File: src/rtl/proteus_pkg.sv
// proteus_pkg: shared width constants for the unpacker datapath
package proteus_pkg;
  localparam int BIT_WIDTH = 16;
  localparam int BIT_IDX = 4;
  localparam int BUF_W = 2 * BIT_WIDTH;
  localparam int CNT_W = 6;
endpackage

File: src/rtl/unpack_extract.sv
// unpack_extract: masks a w=n+1 bit field, extends it (sign when UNPACKER_SIGN_EXT_EN) and shifts it by offset
module unpack_extract #(
  parameter int BIT_WIDTH = proteus_pkg::BIT_WIDTH,
  parameter int BIT_IDX = proteus_pkg::BIT_IDX
) (
  input  logic [BIT_WIDTH-1:0] field_i,
  input  logic [BIT_IDX-1:0]   n_i,
  input  logic [BIT_IDX-1:0]   offset_i,
  output logic [BIT_WIDTH-1:0] value_o
);
  logic [BIT_WIDTH-1:0] mask, ext;
  // keep the low n+1 bits, fill the rest by extension, then restore fractional position
  always_comb begin
    mask = ~({BIT_WIDTH{1'b1}} << n_i << 1);
`ifdef UNPACKER_SIGN_EXT_EN
    ext = field_i[n_i] ? (field_i | ~mask) : (field_i & mask);
`else
    ext = field_i & mask;
`endif
    value_o = ext << offset_i;
  end
endmodule

File: src/rtl/unpacker.sv
// unpacker: buffers LSB-first packed words and emits one expanded value per field (UNPACKER_SIGN_EXT_EN selects sign extension)
module unpacker #(
  parameter int BIT_WIDTH = proteus_pkg::BIT_WIDTH,
  parameter int BIT_IDX = proteus_pkg::BIT_IDX
) (
  input  logic                 clk,
  input  logic                 rst,
  input  logic                 i_cfg_load,
  input  logic [BIT_IDX-1:0]   i_n,
  input  logic [BIT_IDX-1:0]   i_offset,
  input  logic                 i_flush,
  input  logic                 i_in_valid,
  input  logic [BIT_WIDTH-1:0] i_in_data,
  output logic                 o_in_ready,
  output logic                 o_out_valid,
  output logic [BIT_WIDTH-1:0] o_out_data,
  input  logic                 i_out_ready
);
  localparam int BW = proteus_pkg::BUF_W;
  localparam int CW = proteus_pkg::CNT_W;
  logic [BW-1:0] buf_q, buf_d, sh;
  logic [CW-1:0] cnt_q, cnt_d, cs, w;
  logic [BIT_IDX-1:0] n_q, n_d, off_q, off_d;
  logic ov_q, ov_d, acc, emit;
  logic [BIT_WIDTH-1:0] od_q, od_d, val;
  unpack_extract #(.BIT_WIDTH(BIT_WIDTH), .BIT_IDX(BIT_IDX)) u_ext (
    .field_i(buf_q[BIT_WIDTH-1:0]),
    .n_i(n_q),
    .offset_i(off_q),
    .value_o(val)
  );
  // handshakes, consume-then-append buffer update, config and flush override
  always_comb begin
    w = CW'(n_q) + CW'(1);
    o_in_ready = cnt_q <= CW'(BIT_WIDTH) && !i_cfg_load && !i_flush;
    acc = i_in_valid && o_in_ready;
    emit = !i_cfg_load && !i_flush && cnt_q >= w && (!ov_q || i_out_ready);
    sh = emit ? buf_q >> w : buf_q;
    cs = emit ? cnt_q - w : cnt_q;
    buf_d = (i_cfg_load || i_flush) ? '0 : acc ? (sh | (BW'(i_in_data) << cs)) : sh;
    cnt_d = (i_cfg_load || i_flush) ? '0 : acc ? cs + CW'(BIT_WIDTH) : cs;
    ov_d = !i_cfg_load && (emit || (ov_q && !i_out_ready));
    od_d = emit ? val : od_q;
    n_d = i_cfg_load ? i_n : n_q;
    off_d = i_cfg_load ? i_offset : off_q;
    o_out_valid = ov_q;
    o_out_data = od_q;
  end
  // state registers; reset restores full-width, zero-offset configuration
  always_ff @(posedge clk) begin
    if (rst) begin
      buf_q <= '0;
      cnt_q <= '0;
      ov_q <= 1'b0;
      od_q <= '0;
      n_q <= BIT_IDX'(BIT_WIDTH - 1);
      off_q <= '0;
    end else begin
      buf_q <= buf_d;
      cnt_q <= cnt_d;
      ov_q <= ov_d;
      od_q <= od_d;
      n_q <= n_d;
      off_q <= off_d;
    end
  end
endmodule

File: config.mk
export PLATFORM = sky130hd
export DESIGN_NAME = unpacker
export DESIGN_NICKNAME = d
export VERILOG_FILES = /design/src/rtl/proteus_pkg.sv /design/src/rtl/unpack_extract.sv /design/src/rtl/unpacker.sv
export SDC_FILE = /design/constraint.sdc
export NUM_CORES = 1
export LEC_CHECK = 0
export CAP_MARGIN = 15
export CORE_MARGIN = 10
export CORE_UTILIZATION = 35
export CTS_CLUSTER_DIAMETER = 80
export DETAILED_ROUTE_END_ITERATION = 10
export GPL_TIMING_DRIVEN = 0
export SLEW_MARGIN = 5
export SYNTH_ARGS = -nofsm -noshare
export SYNTH_HDL_FRONTEND = slang
export SYNTH_SLANG_ARGS = --single-unit
File: constraint.sdc
create_clock -name clk -period 4.5 [get_ports clk]
set_input_delay 0.675 -clock clk [delete_from_list [all_inputs] [get_ports clk]]
set_output_delay 0.675 -clock clk [all_outputs]
set_load 0.005 [all_outputs]
# == Word-level counts from Yosys, hierarchy flattened ==
# Cells that the tools add are included.
# word_totals
ff_bits,63
out_inout_bits,18
elab_cells,38
# classes
n_bitwise,3
n_mux,4
n_reduce_logical,16
n_lt_le_gt_ge,2
shift,4
n_addsub,3
# ops
cell,n
$mux W32,2
$or A32 B32 Y32,1
$shl A16 B6 Y32,1
$shr A32 B5 Y32,1
$and A16 B16 Y16,1
$not A16 Y16,1
$shl A16 B4 Y15 const A,1
$shl A16 B4 Y16,1
$mux W6,2
$logic_and A1 B1 Y1,8
$add A6 B5 Y6 const B,1
$ge A6 B5 Y1,1
$le A6 B5 Y1 const B,1
$sub A6 B5 Y6,1
$add A4 B1 Y5 const B,1
$logic_not A1 Y1,4
$logic_or A1 B1 Y1,3
$reduce_or A2 Y1,1

# == Longest topological paths before layout ==
# Gate-level depths: netlist of the first run.
# depth
word_depth,8
ltp_mapped,20

# == By module ==
# From an unflattened synthesis of the first run, not the netlist that was laid out.
# unflattened
cells_unflattened,799
hier_area_um2,6089.6
# modules_own_cells
mod,area_per_inst_um2,cells_per_inst,instances
unpacker,5261.3,666,1
unpack_extract,828.3,133,1

# == Worst setup path after synthesis of the first run ==
# No wires, ideal clock.
# synth_path
path_type,register to register
start,reg n_q[0]
end,reg buf_q[26]
t_arrival_ps,4512
path_stages_with_launch,21
setup_slack_ps,-148
path_cell_list,dfxtp_1 buf_2 clkbuf_1 inv_1 clkbuf_1 clkbuf_1 ha_1 inv_1 fa_1 a21o_1 a41oi_2 a21o_1 buf_6 a21o_1 buf_6 buf_6 mux2i_1 mux2i_1 mux2_2 a221oi_2 o32ai_1
# synth_between
elab_chain_cells,8
# synth_rtl
element,line,source
"start, declared",unpacker.sv:23,"logic [BIT_IDX-1:0] n_q, n_d, off_q, off_d;"
"start signal, assigned",unpacker.sv:56,n_q <= BIT_IDX'(BIT_WIDTH - 1);
"start signal, assigned",unpacker.sv:63,n_q <= n_d;
$add A4 B1 Y5 (*),unpacker.sv:34,w = CW'(n_q) + CW'(1);
$ge A6 B5 Y1,unpacker.sv:37,emit = !i_cfg_load && !i_flush && cnt_q >= w && (!ov_q || i_out_ready);
$logic_and A1 B1 Y1 (2 in a row),unpacker.sv:37,
$mux W6,unpacker.sv:39,cs = emit ? cnt_q - w : cnt_q;
$shl A16 B6 Y32,unpacker.sv:40,buf_d = (i_cfg_load || i_flush) ? '0 : acc ? (sh | (BW'(i_in_data) << cs)) : sh;
$or A32 B32 Y32,unpacker.sv:40,
$mux W32 (*),unpacker.sv:40,
"end signal, assigned",unpacker.sv:59,buf_q <= buf_d;
"end, declared",unpacker.sv:21,"logic [BW-1:0] buf_q, buf_d, sh;"
# Every way passes the cells marked *; elsewhere a longest branch is shown, timed or not.
# A chain may end at the register's enable or synchronous reset.

# == Worst setup path in the final report of the first run ==
# layout_path
start,reg n_q[2]
end,reg buf_q[16]
# Same word-level chain as after synthesis.

==> results of run 1 <==
[metal layers]
metal | GRT usage (%) | wire length, um | vias to the layer above
met2 | 29.3 | 9320 | 344
met1 | 27.0 | 9710 | 2900
met5 | 0 | 0 | -
met4 | 7.53 | 587 | 0
met3 | 3.66 | 1960 | 43
li1 | - | - | 2820
[worst max-delay path, delay by kind of cell, from the launching register on]
family	cells	cell delay, ns
buffers and inverters	8	1.33
flip-flops	1	0.41
adder cells (fa/ha/maj)	2	0.67
multiplexers	1	0.31
AO/OA/AOI/OAI	7	1.52
[cells by family after synthesis]
| group | count (synthesis) | share of synthesized area [%] |
|---|---|---|
| and+or+nand+nor | 238 | 18.6 |
| xor gates and xnor gates | 6 | 0.949 |
| AOI/OAI and AO/OA | 226 | 27.7 |
| adders and majority gates | 10 | 2.39 |
| muxes | 101 | 21.8 |
| DFF | 63 | 22.8 |
| buffers and inverters | 77 | 5.83 |
[worst max-delay path by stage]
stage	from	endpoint	slack, ns	depth (start not counted)
2_1_floorplan	n_q[0]$_SDFFE_PP1P_	buf_q[26]$_SDFF_PP0_	0.07	20
3_3_place_gp	n_q[2]$_SDFFE_PP1P_	buf_q[19]$_SDFF_PP0_	-1.18	15
3_5_place_dp	n_q[2]$_SDFFE_PP1P_	buf_q[19]$_SDFF_PP0_	-1.10	15
4_1_cts	n_q[1]$_SDFFE_PP1P_	buf_q[26]$_SDFF_PP0_	0.00008	18
5_1_grt	n_q[0]$_SDFFE_PP1P_	buf_q[16]$_SDFF_PP0_	-0.03	19
6_report	n_q[2]$_SDFFE_PP1P_	buf_q[16]$_SDFF_PP0_	0.13	18
[registers in the layout, indices dropped and copies added, names as in the netlist]
signal,cells
cnt_q,6
o_out_valid,1
o_out_data,16
buf_q,32
n_q,4
off_q,4
[area by class of cell]
class | count | area [um2] | share of cell area [%]
Clock buffer | 10 | 229 | 3.33
Inverter | 17 | 65.1 | 0.946
Tap cell | 211 | 264 | 3.84
Sequential cell | 63 | 1260 | 18.4
Buffer | 57 | 328 | 4.77
Timing Repair Buffer | 54 | 520 | 7.57
Multi-Input combinational cell | 581 | 4140 | 60.2
Clock inverter | 6 | 70.1 | 1.02
[synth_stat cells (all sizes together) (5+ instances only)]
master / count / share of area, %
nor2: 94 / 6.4
nand2: 78 / 5.3
mux2i: 69 / 13
dfxtp: 63 / 23
a21oi: 52 / 5.0
clkbuf: 46 / 3.1
o21ai: 44 / 4.0
a211oi: 24 / 3.3
nor3: 20 / 1.8
mux2: 19 / 3.9
a221oi: 15 / 2.7
nand3: 15 / 1.4
buf: 14 / 1.6
inv: 14 / 0.95
mux4: 13 / 5.3
o22ai: 13 / 1.5
a31oi: 12 / 1.4
a22oi: 11 / 1.5
ha: 9 / 2.0
a21o: 7 / 0.95
and3: 6 / 0.68
o211ai: 6 / 0.81
a211o: 5 / 0.79
a22o: 5 / 0.79
nand2b: 5 / 0.56
o21a: 5 / 0.68
[metrics by stage]
stage	total power, mW	std cells	util (%)	hold WS (ns)	area [um2]
2_1_floorplan	0.837	721	-	0.448	5540
3_3_place_gp	0.972	978	40.8	0.441	6270
3_5_place_dp	0.968	978	40.8	0.448	6270
4_1_cts	1.70	997	43.9	0.456	6750
5_1_grt	1.77	999	44.7	0.478	6880
6_report	1.72	999	44.7	0.453	6880
[report_power, final]
part,switching (mW),internal (mW)
Sequential,0.0107,0.569
Clock,0.285,0.432
Combinational,0.255,0.168
[repair_timing]
item / 4_1_cts / 5_1_grt
setup buffers: 5 / 3
pin swaps: 2 / 1
setup endpoints to repair: 51 / 28
cloned: 0 / 0
endpoints found under the hold margin: 0 / 0
gates resized for setup: 44 / 30
==> results.cfg, run 1 <==
[timing]
fin_skew_ns = 0.0110
timing.final.ws_setup_ns = 0.130
grt_setup_unrepaired = true
relSlewSlack_pct = 55.1
min_period_ns = 4.37
drv_slew = 0
hold_viol = 0
worst_slew_pin_slew_ns = 0.668
finalSetupTns_ns = 0
fmax_mhz = 229
post-route-period-util_pct = 97.1
setup_viol = 0

[cts]
clock_path_buffers = 2
cts_inserted_buffers = 9
root_buffer = clkbuf_16
clkLatencyLatePin_ns = 0.35
path_clk_slew_ns = 0.07
cts_tree = yes
holdBufCountCts = 0
cts_sinks = 63
h-tree-depth = 3

[hold_path]
hp-class = reg2reg
holdPathEnd = o_out_data[0]$_SDFFE_PP0N_
min-delay-start = o_out_data[0]$_SDFFE_PP0N_
holdPathStages = 2

[routing]
drt_iter0_markers = 795
wl_per_cell_um = 21.6
drc = 0
viasPerCell = 6.11
ant_nets = 0
first_pass_iters = 10
vias = 6107
drt-total-wl_mm = 21.6

[die]
die_w_um = 146
dieArea_um2 = 21300
pin_count = 48
coreArea_um2 = 15400
die_h_um = 146
initial_core_util_pct = 36.0
rows = 45

[finish]
n_fill_cell = 1564
drive_above_1_share_pct = 14.5
layout-area-overhead-vs-synth_pct = 24.2
final_common_cell = nor2_1
nets = 823
antenna_cells = 0
layout_common_cells = nor2_1, nand2_1, dfxtp_1

[setup_path]
r2r.worst_path.cells = 18
crit_chain = buf_6, clkinv_2, clkbuf_4, clkbuf_4, ha_1, inv_1, ha_2, a41oi_4, a21o_1, buf_6, a21o_1, buf_8, buf_12, mux2i_1, a21oi_1, a21oi_2, a211oi_1, a211o_1
r2r_end = buf_q[16]$_SDFF_PP0_
crit_path_max_incr_delay_ns = 0.41
critPathMaxFanout = 10
crit_type = reg2reg
cp_data_required_time_ns = 4.74
r2r_setup_slack_ns = 0.13
crit_slowest_cell = dfxtp_2
worstSetupEndpointType = register
r2r_start = n_q[2]$_SDFFE_PP1P_
crit_path_start_kind = register
critPathArrivalTime_ns = 4.61

[synthesis]
synth_area_um2 = 5540
synth_edf_count = 0
synth-main-ff-cell = dfxtp_1
ys_ff_latch = 63
ys_types = 66
synthesis.instances = 721
syn_nets = 761
synth_area_per_cell_um2 = 7.68
ys_warn_count = 0
async_flop_share_pct = 0
yosysSeqAreaShare_pct = 22.8

[global_route]
grt_max_degree = 21
grt_pass1_vias = 5751
antenna_found_initial = 0
grt_pass1_wl_mm = 33.6
grtUsageTotal_pct = 19.6
overflow = 0

[place]
gp_congestion = 0.976
numPortBuffers = 46
pre_cts_ws_ns = -1.10
place_hpwl_mm = 16.9

[pwr]
power-per-cell-area_nw_per_um2 = 250
ir_drop_uv = 215
p_leak_nw = 2.44

[run]
maxCapViolCount = 0

[run_status]
status = complete, no violations
Note: power is estimated with default switching activity, not from simulation.
==> run 2, diff against run 1 <==
--- a/config.mk
+++ b/config.mk
@@ -11,6 +11,8 @@
 export CTS_CLUSTER_DIAMETER = 80
 export DETAILED_ROUTE_END_ITERATION = 10
 export GPL_TIMING_DRIVEN = 0
+export HOLD_SLACK_MARGIN = 0.05
+export SETUP_SLACK_MARGIN = 0.02
 export SLEW_MARGIN = 5
 export SYNTH_ARGS = -nofsm -noshare
 export SYNTH_HDL_FRONTEND = slang
==> run 2 against run 1 <==
Die area is the same. Critical path depth shrank 1. Worst hold slack is essentially flat. Clock skew is essentially flat. Clock power is essentially flat. First-iteration DRC count grew 2.1%. Routed wire length shrank 0.18%. Worst setup slack gained 0.037 ns. Sequential power is essentially flat. Critical endpoint is now buf_q[15]$_SDFF_PP0_. Largest cell class unchanged. Highest routed layer unchanged.
==> results.cfg, run 2 (same netlist as run 1, synthesis figures left out) <==
[cts]
cts_sinks = 63
h-tree-depth = 3
cts_tree = yes
holdBufCountCts = 0
path_clk_slew_ns = 0.07
clock_path_buffers = 2
root_buffer = clkbuf_16
clkLatencyLatePin_ns = 0.35
cts_inserted_buffers = 9

[pwr]
power-per-cell-area_nw_per_um2 = 249
p_leak_nw = 2.45
ir_drop_uv = 214

[timing]
min_period_ns = 4.33
worst_slew_pin_slew_ns = 0.639
setup_viol = 0
finalSetupTns_ns = 0
post-route-period-util_pct = 96.3
grt_setup_unrepaired = true
drv_slew = 0
fmax_mhz = 231
hold_viol = 0
relSlewSlack_pct = 57.4
fin_skew_ns = 0.0114

[finish]
top_register = buf_q
nets = 823
largest_reg_flops = 32
final_common_cell = nor2_1
layout-area-overhead-vs-synth_pct = 24.6
drive_above_1_share_pct = 14.8
antenna_cells = 0
layout.cells.non_filler = 999
layout_common_cells = nor2_1, nand2_1, dfxtp_1
final_core_util_pct = 44.9
final_cell_area_um2 = 6900

[place]
dpl_cell_area_um2 = 6270
gp_congestion = 0.976
dp_cells = 978
numPortBuffers = 46
place_hpwl_mm = 16.9

[die]
initial_core_util_pct = 36.0
die_h_um = 146
pin_count = 48
coreArea_um2 = 15400
rows = 45
die_w_um = 146
dieArea_um2 = 21300

[setup_path]
crit_path_start_kind = register
crit_path_max_incr_delay_ns = 0.41
crit_slowest_cell = dfxtp_2
cp_data_required_time_ns = 4.74
worstSetupEndpointType = register
r2r.worst_path.cells = 17
path_delay_family = buffers and inverters
startpoint = n_q[2]$_SDFFE_PP1P_
cpMostUsedCell = buf_6
crit_chain = buf_6, clkinv_2, clkbuf_4, clkbuf_4, ha_1, inv_1, ha_2, a41oi_4, a21o_1, buf_6, a21o_1, buf_6, mux2i_4, mux2i_2, mux2_2, mux2_4, a32o_1
critical_path_depth = 17
critPathArrivalTime_ns = 4.57
crit_end = buf_q[15]$_SDFF_PP0_
crit_type = reg2reg
r2r_start = n_q[2]$_SDFFE_PP1P_
critPathMaxFanout = 10
r2r_end = buf_q[15]$_SDFF_PP0_
r2r_setup_slack_ns = 0.17
path_buf_inv = 7

[hold_path]
holdPathStages = 2
min-delay-start = o_out_data[0]$_SDFFE_PP0N_
hp-class = reg2reg

[routing]
wl_per_cell_um = 21.6
ant_nets = 0
viasPerCell = 6.06
drt-total-wl_mm = 21.5
first_pass_iters = 7
drc = 0
vias = 6050
drt_iter0_markers = 812

[global_route]
grt_pass1_wl_mm = 33.6
grtUsageTotal_pct = 19.6
overflow = 0
grt_max_degree = 21
grt_pass1_vias = 5751
antenna_found_initial = 0

[run_status]
status = complete, no violations

[run]
maxCapViolCount = 0
## run 2: power by group
group	switching, mW	internal (mW)
registers	0.0108	0.569
logic	0.257	0.170
clock network	0.283	0.432
## run 2: stage by stage
| stage | power (mW) | setup WS (ns) | hold slack (ns) |
|---|---|---|---|
| floorplan | 0.837 | 0.0661 | 0.448 |
| global placement | 0.972 | -1.18 | 0.441 |
| detailed placement | 0.968 | -1.10 | 0.448 |
| CTS | 1.70 | 0.0236 | 0.456 |
| global route | 1.78 | -0.00674 | 0.478 |
| finish | 1.72 | 0.167 | 0.453 |
## run 2: layout make-up
type	instances	area (um2)
clock buffer	10	229
inverter	17	65.1
timing repair buffer	54	520
buffer	57	325
fill	1562	8470
sequential	63	1260
multi-input combinational	581	4160
clock inverter	6	70.1
tap	211	264
## run 2: tightest hold or removal path, cell delays in order (launching register included)
cell and delay (ns):
dfxtp_1 0.31, nand2_1 0.05, a21oi_1 0.05
## run 2: worst min path at each step
stage | to | slack (ns)
5_1_grt | o_out_data[3]$_SDFFE_PP0N_ | 0.48
6_report | o_out_data[0]$_SDFFE_PP0N_ | 0.45
3_3_place_gp | o_out_data[3]$_SDFFE_PP0N_ | 0.44
2_1_floorplan | o_out_data[3]$_SDFFE_PP0N_ | 0.45
4_1_cts | o_out_data[0]$_SDFFE_PP0N_ | 0.46
3_5_place_dp | o_out_data[0]$_SDFFE_PP0N_ | 0.45
## run 2: timing repair
item,4_1_cts,5_1_grt
setup endpoints to repair,51,29
setup buffers,5,3
gates resized for setup,45,34
hold endpoints to repair,0,0
pin swaps,2,1
## run 2: layer usage
metal	routed length [um]	global-route usage (%)	part of all wire [%]
met5	0	0	0
met4	614	7.53	2.9
met3	1930	3.66	9.0
met2	9290	29.3	43
met1	9700	27.0	45
==> run 3, diff against run 2 <==
--- a/config.mk
+++ b/config.mk
@@ -10,6 +10,7 @@
 export CORE_UTILIZATION = 35
 export CTS_CLUSTER_DIAMETER = 80
 export DETAILED_ROUTE_END_ITERATION = 10
+export GPL_ROUTABILITY_DRIVEN = 0
 export GPL_TIMING_DRIVEN = 0
 export HOLD_SLACK_MARGIN = 0.05
 export SETUP_SLACK_MARGIN = 0.02
==> run 3 against run 2 <==
Sequential share of layout area decreased by 0.073 points. Combinational power is 2% higher. Routed wire length down 0.10%. Highest routed layer unchanged. Utilization rose by 0.18 points. Critical path depth rose by 1. Critical path type unchanged. Largest cell class unchanged.
==> results.cfg, run 3 (same netlist as run 1, synthesis figures left out) <==
[run_status]
status = complete, no violations

[pwr]
p_leak_nw = 2.46
power-per-cell-area_nw_per_um2 = 244
power.total_mw = 1.69
ir_drop_uv = 210

[setup_path]
critPathArrivalTime_ns = 4.55
crit_type = reg2reg
cp_data_required_time_ns = 4.73
critical_path_depth = 18
r2r_setup_slack_ns = 0.18
crit_chain = buf_6, clkbuf_8, inv_1, buf_6, ha_1, inv_1, fa_1, a21o_1, a41oi_4, a21o_1, buf_6, a21o_1, buf_8, mux2i_2, mux2i_2, mux2_2, mux2_4, a32o_1
path_delay_family = multiplexers
critPathMaxFanout = 20
path_buf_inv = 7
r2r.worst_path.cells = 18
crit_path_start_kind = register
crit_slowest_cell = fa_1
worstSetupEndpointType = register
crit_path_max_incr_delay_ns = 0.42

[cts]
cts_inserted_buffers = 9
root_buffer = clkbuf_16
cts_sinks = 63
clock_path_buffers = 2
holdBufCountCts = 0
cts_tree = yes
h-tree-depth = 3
clkLatencyLatePin_ns = 0.35
path_clk_slew_ns = 0.06

[global_route]
grt_pass1_vias = 5677
grtUsageTotal_pct = 19.0
grt_pass1_wl_mm = 32.7
antenna_found_initial = 0
overflow = 0
grt_max_degree = 21

[die]
die_h_um = 146
rows = 45
coreArea_um2 = 15400
initial_core_util_pct = 36.0
die_w_um = 146
pin_count = 48
dieArea_um2 = 21300

[finish]
final_common_cell = nor2_1
top_register = buf_q
final_core_util_pct = 45.1
multiInputGateArea_um2 = 4150
seq_area_um2 = 1260
largest_reg_flops = 32
antenna_cells = 0
nets = 829
drive_above_1_share_pct = 15.4
layout_common_cells = nor2_1, nand2_1, dfxtp_1
layout.cells.non_filler = 1005
layout-area-overhead-vs-synth_pct = 25.1
n_fill_cell = 1562

[hold_path]
hp-class = reg2reg
holdPathStages = 2

[place]
place_hpwl_mm = 16.6
dp_cells = 978
pre_cts_ws_ns = -1.04
numPortBuffers = 46

[timing]
fin_skew_ns = 0.0163
hold_viol = 0
post-route-period-util_pct = 96.0
min_period_ns = 4.32
hold_slack_ns = 0.455
timing.final.ws_setup_ns = 0.181
drv_slew = 0
relSlewSlack_pct = 56.2
fmax_mhz = 232
worst_slew_pin_slew_ns = 0.651
setup_viol = 0

[routing]
wl_per_cell_um = 21.4
drc = 0
viasPerCell = 6.10
vias = 6128
ant_nets = 0
first_pass_iters = 5
drt_iter0_markers = 760
drt-total-wl_mm = 21.5

[run]
maxCapViolCount = 0
-- run 3: changes by cell type in the layout (fill, tap and decap cells not counted), moves of 2 or more --
cell     change
buf_4        +6
inv_6        +2
mux2i_2      +2
mux2i_4      -3
-- run 3: worst register-to-register path, delay by kind of cell (launching register included) --
kind / cells / cell delay, ns
AOI/OAI and AO/OA: 5 / 1.03
adders and majority gates: 2 / 0.72
buffers and inverters: 7 / 0.99
DFF: 1 / 0.36
muxes: 4 / 1.12
-- run 3: repair_timing --
item                                    4_1_cts  5_1_grt
resized for setup                            44       32
pin swaps                                     2        1
buffers inserted                              6        8
endpoints found under the setup margin       51       28
cloned                                        0        0
-- run 3: power by group --
part           switching, mW  internal (mW)  total, mW  leakage, nW
clock                  0.301          0.379      0.679        0.133
sequential            0.0107          0.569      0.579        0.509
combinational          0.259          0.175      0.434         1.82
-- run 3: final timing paths --
kind / startpoint / to
min reg2reg: o_out_data[0]$_SDFFE_PP0N_ / o_out_data[0]$_SDFFE_PP0N_
max: n_q[0]$_SDFFE_PP1P_ / buf_q[15]$_SDFF_PP0_
min: o_out_data[0]$_SDFFE_PP0N_ / o_out_data[0]$_SDFFE_PP0N_
max reg2reg: n_q[0]$_SDFFE_PP1P_ / buf_q[15]$_SDFF_PP0_
-- run 3: layer usage --
layer	wire, um	share of wire [%]	up-vias	GRT usage, %
met4	952	4.4	0	8.59
met3	2000	9.3	71	3.66
li1	-	-	2811	-
met1	9390	44	2885	26.1
met5	0	0	-	0
met2	9180	43	361	27.9
-- run 3: metrics by stage --
step / cell area, um2 / TNS (ns)
global route: 6930 / -0.00816
CTS: 6750 / 0
global placement: 6270 / -26.30
finish: 6930 / 0
detailed placement: 6270 / -25.64
floorplan: 5540 / 0
-- run 3: cell type report --
class                   count  share of cell area, %
well taps                 211                   3.81
clock buffers               9                   3.25
plain buffers              57                   4.73
multi-input cells         581                   59.9
repair buffers             60                   8.34
clock inverters             7                  0.795
flip-flops and latches     63                   18.2
inverters                  17                  0.975
